## config.mk

```make
export PLATFORM = sky130hd
export DESIGN_NAME = wb_initiator
export DESIGN_NICKNAME = d
export VERILOG_FILES = /design/src/rtl/wb_initiator.sv
export SDC_FILE = /design/constraint.sdc
export NUM_CORES = 1
export LEC_CHECK = 0
export CORE_UTILIZATION = 34
export CTS_CLUSTER_SIZE = 30
export DETAILED_ROUTE_END_ITERATION = 10
export PLACE_DENSITY = 0.75
export SLEW_MARGIN = 15
export SYNTH_ARGS = -nofsm -noshare
export SYNTH_HDL_FRONTEND = slang
export SYNTH_SLANG_ARGS = --single-unit
```

## constraint.sdc

```tcl
create_clock -name wb_clk_i -period 1.8 [get_ports wb_clk_i]
set_clock_uncertainty 0.05 [all_clocks]
set_input_delay 0.45 -clock wb_clk_i [delete_from_list [all_inputs] [get_ports wb_clk_i]]
set_output_delay 0.45 -clock wb_clk_i [all_outputs]
set_load 0.02 [all_outputs]
```

## src/rtl/wb_initiator.sv

```systemverilog
`default_nettype none
// +--------------------------------------------------------------------------+
// | Module   : wb_initiator                                                  |
// | Purpose  : Wishbone classic-cycle bus master fed by a valid/ready        |
// |            command stream; one response beat per bus cycle, timeout-safe |
// | Options  : define WB_INIT_BURST_EN for cmd_len_i and incrementing bursts |
// | Revision : 1.0 - initial release                                         |
// +--------------------------------------------------------------------------+
module wb_initiator #(
    parameter int TIMEOUT_CYCLES = 16,
    parameter int ADDR_STEP      = 4
) (
    input  logic        wb_clk_i,
    input  logic        wb_rst_n_i,
    input  logic        cmd_valid_i,
    output logic        cmd_ready_o,
    input  logic        cmd_we_i,
    input  logic [31:0] cmd_adr_i,
    input  logic [31:0] cmd_dat_i,
    input  logic [3:0]  cmd_sel_i,
`ifdef WB_INIT_BURST_EN
    input  logic [3:0]  cmd_len_i,
`endif
    output logic        rsp_valid_o,
    input  logic        rsp_ready_i,
    output logic [31:0] rsp_dat_o,
    output logic        rsp_err_o,
    output logic        rsp_last_o,
    output logic        wbm_cyc_o,
    output logic        wbm_stb_o,
    output logic        wbm_we_o,
    output logic [3:0]  wbm_sel_o,
    output logic [31:0] wbm_adr_o,
    output logic [31:0] wbm_dat_o,
    input  logic        wbm_ack_i,
    input  logic [31:0] wbm_dat_i
);

    // The counter value sampled on the final permitted strobe cycle.
    localparam logic [15:0] c_timeout_last = 16'(TIMEOUT_CYCLES - 1);
    localparam logic [31:0] c_addr_step    = 32'(ADDR_STEP);

    typedef enum logic [1:0] {
        ST_IDLE = 2'd0,
        ST_BUS  = 2'd1,
        ST_RSP  = 2'd2
    } state_t;

    state_t      r_state;
    state_t      w_state_next;

    logic        r_cyc;
    logic        r_stb;
    logic        r_we;
    logic [3:0]  r_sel;
    logic [31:0] r_adr;
    logic [31:0] r_dat;
    logic [15:0] r_cnt;
    logic        r_rsp_valid;
    logic [31:0] r_rsp_dat;
    logic        r_rsp_err;
    logic        r_rsp_last;

    logic        w_accept;
    logic        w_ack;
    logic        w_timeout;
    logic        w_rsp_done;
    logic        w_more;

`ifdef WB_INIT_BURST_EN
    logic [3:0]  r_beats_left;

    always_ff @(posedge wb_clk_i or negedge wb_rst_n_i) begin
        if (!wb_rst_n_i) begin
            r_beats_left <= 4'd0;
        end else if (w_accept) begin
            r_beats_left <= cmd_len_i;
        end else if (w_rsp_done && !r_rsp_last) begin
            r_beats_left <= r_beats_left - 4'd1;
        end
    end

    assign w_more = (r_beats_left != 4'd0);
`else
    assign w_more = 1'b0;
`endif

    always_ff @(posedge wb_clk_i or negedge wb_rst_n_i) begin
        if (!wb_rst_n_i) begin
            r_state <= ST_IDLE;
        end else begin
            r_state <= w_state_next;
        end
    end

    always_comb begin
        w_state_next = r_state;
        w_accept     = 1'b0;
        w_ack        = 1'b0;
        w_timeout    = 1'b0;
        w_rsp_done   = 1'b0;
        case (r_state)
            ST_IDLE: begin
                if (cmd_valid_i) begin
                    w_accept     = 1'b1;
                    w_state_next = ST_BUS;
                end
            end
            ST_BUS: begin
                // An ack on the timeout edge still completes the beat cleanly.
                if (r_cyc && r_stb && wbm_ack_i) begin
                    w_ack        = 1'b1;
                    w_state_next = ST_RSP;
                end else if (r_cnt == c_timeout_last) begin
                    w_timeout    = 1'b1;
                    w_state_next = ST_RSP;
                end
            end
            ST_RSP: begin
                if (rsp_ready_i) begin
                    w_rsp_done   = 1'b1;
                    w_state_next = r_rsp_last ? ST_IDLE : ST_BUS;
                end
            end
            default: w_state_next = ST_IDLE;
        endcase
    end

    always_ff @(posedge wb_clk_i or negedge wb_rst_n_i) begin
        if (!wb_rst_n_i) begin
            r_cyc       <= 1'b0;
            r_stb       <= 1'b0;
            r_we        <= 1'b0;
            r_sel       <= 4'd0;
            r_adr       <= 32'd0;
            r_dat       <= 32'd0;
            r_cnt       <= 16'd0;
            r_rsp_valid <= 1'b0;
            r_rsp_dat   <= 32'd0;
            r_rsp_err   <= 1'b0;
            r_rsp_last  <= 1'b0;
        end else begin
            if (w_accept) begin
                r_we  <= cmd_we_i;
                r_adr <= cmd_adr_i;
                r_dat <= cmd_dat_i;
                r_sel <= cmd_sel_i;
                r_cyc <= 1'b1;
                r_stb <= 1'b1;
                r_cnt <= 16'd0;
            end
            if ((r_state == ST_BUS) && !w_ack && !w_timeout) begin
                r_cnt <= r_cnt + 16'd1;
            end
            if (w_ack || w_timeout) begin
                r_cyc       <= 1'b0;
                r_stb       <= 1'b0;
                r_rsp_valid <= 1'b1;
                r_rsp_err   <= w_timeout;
                r_rsp_dat   <= (w_ack && !r_we) ? wbm_dat_i : 32'd0;
                r_rsp_last  <= w_timeout || !w_more;
            end
            if (w_rsp_done) begin
                r_rsp_valid <= 1'b0;
                // Next burst beat: bump the address, reuse data and selects.
                if (!r_rsp_last) begin
                    r_adr <= r_adr + c_addr_step;
                    r_cyc <= 1'b1;
                    r_stb <= 1'b1;
                    r_cnt <= 16'd0;
                end
            end
        end
    end

    assign cmd_ready_o = (r_state == ST_IDLE);
    assign rsp_valid_o = r_rsp_valid;
    assign rsp_dat_o   = r_rsp_dat;
    assign rsp_err_o   = r_rsp_err;
    assign rsp_last_o  = r_rsp_last;
    assign wbm_cyc_o   = r_cyc;
    assign wbm_stb_o   = r_stb;
    assign wbm_we_o    = r_we;
    assign wbm_sel_o   = r_sel;
    assign wbm_adr_o   = r_adr;
    assign wbm_dat_o   = r_dat;

endmodule
`default_nettype wire
```

==> results.py, run 1 <==
metrics = {
    "run_status": {
        "outcome": "finished with violations",
        "violations": "negative setup slack",
    },
    "synth": {
        "yosys.area.top_type": "dfrtp_1",
        "syn_area_per_cell_um2": 9.92,
        "ys_warn_count": 0,
        "yosys.area_share.simple": 0.242,
        "synth_top_family_by_area": "simple AND/OR/NAND/NOR gates",
        "netlist_area_um2": 5580,
        "netlist_instances": 563,
        "synth.top_cell.area_share": 0.556,
        "ys.flop_type": "dfrtp_1",
        "synth_area_leaders": "dfrtp_1, nand2_1, a22o_1",
        "synth_xor_area_frac": 0,
        "yosys_register_bits": 124,
        "syn_nets": 671,
        "yosysMostFrequentCell": "nand2_1",
        "ys_seq_area_frac": 0.556,
        "synth_fa_ha_area_frac": 0.00448,
        "synth-compound-area-share": 0.157,
        "synth_cell_type_count": 52,
        "async_reset_ff_frac": 1.00,
        "synth_mux_area_frac": 0.0108,
        "synth_edf_count": 0,
        "synthTopCellsByCount": "nand2_1, dfrtp_1, a22o_1, nor2_1, clkbuf_1",
    },
    "worst_setup_path": {
        "slowest_stage": "or4_4",
        "worst-path-buf-inv": 1,
        "worstPathRequired_ns": 2.09,
        "crit_family": "simple AND/OR/NAND/NOR gates",
        "cp.arrival_ns": 2.23,
        "startpoint_type": "flop",
        "timing.critical_path.mode_cell": "or4_4",
        "ff2ff_setup_slack_ns": -0.13,
        "worst_path_largest_cell_delay_ns": 0.55,
        "crit_chain": "buf_12 > nand2b_4 > or4_4 > or4_4 > a21oi_2",
        "cp-end-kind": "flop",
        "crit_fanout": 5,
        "path_class": "flop to flop",
    },
    "placed_design": {
        "io_buffers": 212,
        "gp_congestion": 0.841,
        "dp_hpwl_mm": 12.4,
        "dp_slack_ns": -0.561,
    },
    "power_and_ir_drop": {
        "leakagePower_nw": 4.68,
        "power_w": 0.0167,
        "p_clk_frac": 0.220,
        "p_int_w": 0.0101,
        "p_sw_w": 0.00656,
        "pwr-share-comb": 0.483,
        "p_sw_frac": 0.394,
        "ir_worst_vdd_uv": 949,
        "p_seq_frac": 0.297,
        "p_per_area_nw_per_um2": 1690,
    },
    "global_routing": {
        "grt_pass1_wl_mm": 28.1,
        "grt-busiest-layer": "met2",
        "grtUsageTotal": 0.216,
        "met1_usage": 0.273,
        "grt_max_degree": 44,
        "use_met3": 0.0726,
        "antenna_found_initial": 1,
        "grt_pass1_vias": 5494,
        "overflow": 0,
        "use_met2": 0.346,
    },
    "timing": {
        "max_freq_mhz": 517,
        "finalSetupViolCount": 43,
        "finalCriticalPeriod_ns": 1.93,
        "max_slew.worst_pin.slew_ns": 0.493,
        "tns_ns": -1.15,
        "period_share": 1.07,
        "grt_setup_unrepaired": "true",
        "maxSlewViolCount": 0,
        "relSlewSlack": 0.670,
        "hold_viol": 0,
        "setup_ws_ns": -0.135,
    },
    "finish": {
        "nNetsFinal": 984,
        "nFillCells": 1267,
        "areaGrowthSynthToFinish_pct": 77.1,
        "drive_gt1_frac": 0.261,
    },
    "clock_network": {
        "cts_buffers": 17,
        "clk_latency_ns": 0.41,
        "clock-root-buffer": "clkbuf_16",
        "cts_tree": "built",
        "cts.sinks": 124,
        "htree_levels": 4,
        "cts_buffer_depth": 2,
        "clkTransAtPathRegs_ns": 0.05,
    },
    "die": {
        "core-area_um2": 15900,
        "die_h_um": 130,
        "dieArea_um2": 16900,
        "rows": 46,
        "initial_core_util": 0.350,
        "die_w_um": 130,
        "io_pins": 213,
    },
    "routing": {
        "wl_per_cell_um": 17.6,
        "num_vias": 5763,
        "dr.first_iter.drc_count": 391,
        "firstDrtPassIters": 5,
        "drc_errors": 0,
        "post_drt_via_cell_ratio": 5.21,
        "routed_wl_mm": 19.5,
        "postRouteAntennaNets": 0,
    },
    "run": {
        "cap_violations": 0,
    },
    "worst_hold_path": {
        "hp-class": "flop to flop",
    },
}
-- path summary, 6_finish.rpt --
path | startpoint | endpoint | depth (start not counted)
max | r_state[1] | r_cnt[14] | 5
min | wbm_dat_o[12] | wbm_dat_o[12] | 2
max reg2reg | r_state[1] | r_cnt[14] | 5
min reg2reg | wbm_dat_o[12] | wbm_dat_o[12] | 2
max in group asynchronous | wb_rst_n_i | rsp_dat_o[30] | 3
min in group asynchronous | wb_rst_n_i | wbm_adr_o[10] | 2
-- flip-flops by register name, summed over array words and instances (netlist names) --
signal,flops
r_cnt,16
r_state,2
rsp_dat_o,32
rsp_err_o,1
rsp_last_o,1
rsp_valid_o,1
wbm_adr_o,32
wbm_cyc_o,1
wbm_dat_o,32
wbm_sel_o,4
wbm_stb_o,1
wbm_we_o,1
-- stage by stage --
stage	util	instances	hold slack [ns]	cell area [um^2]
after floorplan	-	563	0.104	5630
after global placement	0.537	1039	0.373	8570
after detailed placement	0.537	1039	0.372	8570
after CTS	0.575	1079	0.409	9170
after global routing	0.620	1105	0.430	9880
final	0.620	1106	0.415	9880
-- tightest hold or removal path, cell delays in order, from the launching register on --
cell and delay (ns):
dfrtp_1 0.33, nand2_1 0.05, nand2_1 0.05
-- power by group through the flow --
stage               combinational [W]  sequential, W  clock [W]
floorplan                     0.00228        0.00627          0
global placement              0.00753        0.00493          0
detailed placement            0.00766        0.00492          0
CTS                           0.00705        0.00486    0.00371
global route                  0.00861        0.00512    0.00384
finish                        0.00805        0.00494    0.00367
-- placed cells by master (no fill, tap or decap), types with 5 or more instances in the layout --
cell type / n
nand2_1: 128
o21ai_0: 5
nand2_2: 18
inv_1: 7
mux2i_1: 6
dlygate4sd2_1: 102
dfrtp_1: 117
and3_1: 10
nand4_1: 18
buf_6: 10
dfrtp_2: 7
nand3_1: 15
a21oi_1: 12
nor2_2: 5
o211ai_1: 6
nand2_4: 5
a22o_1: 32
a311oi_1: 14
nor2_1: 22
clkbuf_16: 26
buf_12: 11
buf_4: 80
o22ai_2: 5
nor3_1: 6
and4_1: 7
clkdlybuf4s50_1: 103
-- cells by family after synthesis --
| logic type | after synthesis |
|---|---|
| flops | 124 |
| compound gates | 113 |
| fa+ha+maj | 2 |
| simple gates | 279 |
| mux | 6 |
| buf+inv | 39 |
-- layout make-up --
type / count / area, um^2 / share of cell area
Timing Repair Buffer: 326 / 3200 / 0.324
Sequential cell: 124 / 3110 / 0.315
Multi-Input combinational cell: 400 / 2650 / 0.268
Clock buffer: 21 / 460 / 0.0466
Tap cell: 216 / 270 / 0.0273
Clock inverter: 11 / 166 / 0.0168
Inverter: 7 / 26.3 / 0.00266
Antenna cell: 1 / 2.50 / 0.000253
-- routing by layer --
layer / wire length (um) / up-vias / share of wire
met1: 8190 / 2828 / 0.42
li1: - / 2683 / -
met5: 0 / - / 0
met2: 9580 / 222 / 0.49
met3: 1370 / 30 / 0.070
met4: 382 / 0 / 0.020
-- repair_timing --
item                                    in CTS  in global routing
gates resized for setup                    119                 98
hold endpoints to repair                    26                  0
pin swaps                                    5                 64
setup buffers                                7                 11
cloned                                       0                 16
endpoints found under the setup margin     121                 93
hold buffers                                 1                  0
Note: power is estimated with default switching activity, not from simulation.
==> run 2: changes to the inputs <==
--- a/config.mk
+++ b/config.mk
@@ -8,7 +8,9 @@
 export CORE_UTILIZATION = 34
 export CTS_CLUSTER_SIZE = 30
 export DETAILED_ROUTE_END_ITERATION = 10
+export GPL_TIMING_DRIVEN = 1
 export PLACE_DENSITY = 0.75
+export SETUP_SLACK_MARGIN = 0.3
 export SLEW_MARGIN = 15
 export SYNTH_ARGS = -nofsm -noshare
 export SYNTH_HDL_FRONTEND = slang
==> run 2 against run 1 <==
Against the previous run:
- the run still ends with negative setup slack left
- sequential power rose by 2%
- combinational power grew 7.5%
- worst setup slack gained 0.061 ns
- flip-flop and latch count is the same
- register-to-register slack better by 0.06 ns
- worst hold slack got worse by 0.087 ns
- count of clock-buffer cells in the layout is 3 lower
- wire length down 0.81%
- critical path type unchanged
==> results.py, run 2 (same netlist as run 1, synthesis figures left out) <==
metrics = {
    "clock_network": {
        "htree_levels": 4,
        "clkTransAtPathRegs_ns": 0.06,
        "cts_tree": "built",
        "cts_buffers": 17,
        "cts.sinks": 124,
        "cts_buffer_depth": 2,
        "clock-root-buffer": "clkbuf_16",
        "clk_latency_ns": 0.42,
    },
    "global_routing": {
        "met1_usage": 0.269,
        "overflow": 0,
        "use_met3": 0.0677,
        "antenna_found_initial": 0,
        "grt_pass1_wl_mm": 29.0,
        "grt_pass1_vias": 5638,
        "use_met2": 0.384,
        "grt_max_degree": 71,
        "grt-busiest-layer": "met2",
        "grtUsageTotal": 0.225,
    },
    "finish": {
        "final_cell_mix": "nand2_1, clkdlybuf4s50_1, dfrtp_1, buf_4, buf_6",
        "final_common_cell": "nand2_1",
        "nNetsFinal": 1002,
        "layout.cells.non_filler": 1123,
        "areaGrowthSynthToFinish_pct": 77.7,
        "drive_gt1_frac": 0.387,
        "diodes": 0,
    },
    "routing": {
        "wl_per_cell_um": 17.2,
        "drc_errors": 0,
        "num_vias": 5787,
        "routed_wl_mm": 19.4,
        "firstDrtPassIters": 5,
        "dr.first_iter.drc_count": 297,
        "post_drt_via_cell_ratio": 5.15,
        "postRouteAntennaNets": 0,
    },
    "run_status": {
        "violations": "negative setup slack",
        "outcome": "finished with violations",
    },
    "worst_hold_path": {
        "hp-class": "input port to async pin",
    },
    "placed_design": {
        "gp_congestion": 0.820,
        "place_inst": 1021,
        "dp_slack_ns": -0.596,
        "dp_hpwl_mm": 12.1,
        "io_buffers": 212,
    },
    "worst_setup_path": {
        "worst_path_largest_cell_delay_ns": 0.40,
        "cp.arrival_ns": 2.12,
        "path_class": "flop to flop",
        "worstPathRequired_ns": 2.05,
        "slowest_stage": "dfrtp_1",
        "rr_startpoint": "r_cnt[15]",
        "crit_chain": "nor4_2 > buf_4 > and4_4 > o21ai_4 > buf_6 > buf_16 > a22o_1",
        "cp-end-kind": "flop",
        "worst-path-buf-inv": 3,
        "cp.depth": 7,
        "cp-startpoint": "r_cnt[15]",
        "rr_endpoint": "rsp_dat_o[16]",
        "crit_family": "simple AND/OR/NAND/NOR gates",
        "ff2ff_path_depth": 7,
        "crit_fanout": 5,
        "endpoint": "rsp_dat_o[16]",
        "ff2ff_setup_slack_ns": -0.07,
        "startpoint_type": "flop",
    },
    "power_and_ir_drop": {
        "leakagePower_nw": 4.69,
        "ir_worst_vdd_uv": 1020,
        "p_per_area_nw_per_um2": 1720,
    },
    "die": {
        "die_w_um": 130,
        "die_h_um": 130,
        "io_pins": 213,
        "initial_core_util": 0.350,
        "core-area_um2": 15900,
        "rows": 46,
        "dieArea_um2": 16900,
    },
    "timing": {
        "tns_ns": -1.81,
        "relSlewSlack": 0.734,
        "whs_ns": 0.328,
        "grt_setup_unrepaired": "true",
        "max_freq_mhz": 534,
        "finalSetupViolCount": 36,
        "setup_ws_ns": -0.0738,
        "max_slew.worst_pin.slew_ns": 0.400,
        "finalCriticalPeriod_ns": 1.87,
        "period_share": 1.04,
        "maxSlewViolCount": 0,
        "hold_viol": 0,
    },
    "run": {
        "cap_violations": 0,
    },
}
-- run 2: cell count changes in the layout (fill, tap and decap cells not counted), moves of 4 or more --
cell / previous run / this run
buf_16: 0 / 6
buf_2: 1 / 53
buf_4: 80 / 97
buf_6: 10 / 67
clkbuf_16: 26 / 18
clkdlybuf4s15_1: 4 / 0
dfrtp_1: 117 / 103
dfrtp_2: 7 / 21
dlygate4sd2_1: 102 / 1
nand2_1: 128 / 143
nand2_2: 18 / 6
nor2_1: 22 / 28
-- run 2: report_power, final --
part,total [W],internal [W],leakage [nW],switching (W)
Clock,0.00337,0.00207,0.270,0.00131
Combinational,0.00865,0.00423,2.90,0.00442
Sequential,0.00504,0.00404,1.52,0.00100
-- run 2: worst min path at each step --
| stage | to | slack, ns | depth (start not counted) |
|---|---|---|---|
| 6_report | wbm_adr_o[7] | 0.33 | 2 |
| 4_1_cts | wbm_adr_o[7] | 0.32 | 2 |
| 3_5_place_dp | wbm_adr_o[7] | 0.21 | 1 |
| 5_1_grt | wbm_adr_o[7] | 0.33 | 2 |
| 3_3_place_gp | wbm_adr_o[7] | 0.21 | 1 |
| 2_1_floorplan | r_cnt[0] | 0.10 | 0 |
-- run 2: repair_timing --
item                       in CTS  in global routing
pin swaps                      27                 21
resized for setup             549                 67
hold endpoints to repair        6                  0
setup endpoints to repair     230                175
gates cloned                    9                  0
hold buffers                    1                  0
setup buffers                  40                 20
-- run 2: layout make-up --
cell class                      count  area, um^2
Multi-Input combinational cell    400        2620
Timing Repair Buffer              344        3300
Clock buffer                       18         439
Inverter                            7        26.3
Clock inverter                     14         146
Tap cell                          216         270
Fill cell                        1311        6020
Sequential cell                   124        3130
-- run 2: layer usage --
metal | wire length [um] | vias up
li1 | - | 2709
met1 | 7760 | 2784
met2 | 9720 | 269
met3 | 1560 | 25
met4 | 315 | 0
met5 | 0 | -
-- run 2: per-stage QoR --
step	utilization	power (W)	area (um^2)
floorplan	-	0.00883	5820
global placement	0.536	0.0124	8540
detailed placement	0.536	0.0125	8540
CTS	0.597	0.0164	9520
global route	0.622	0.0180	9920
finish	0.622	0.0171	9920
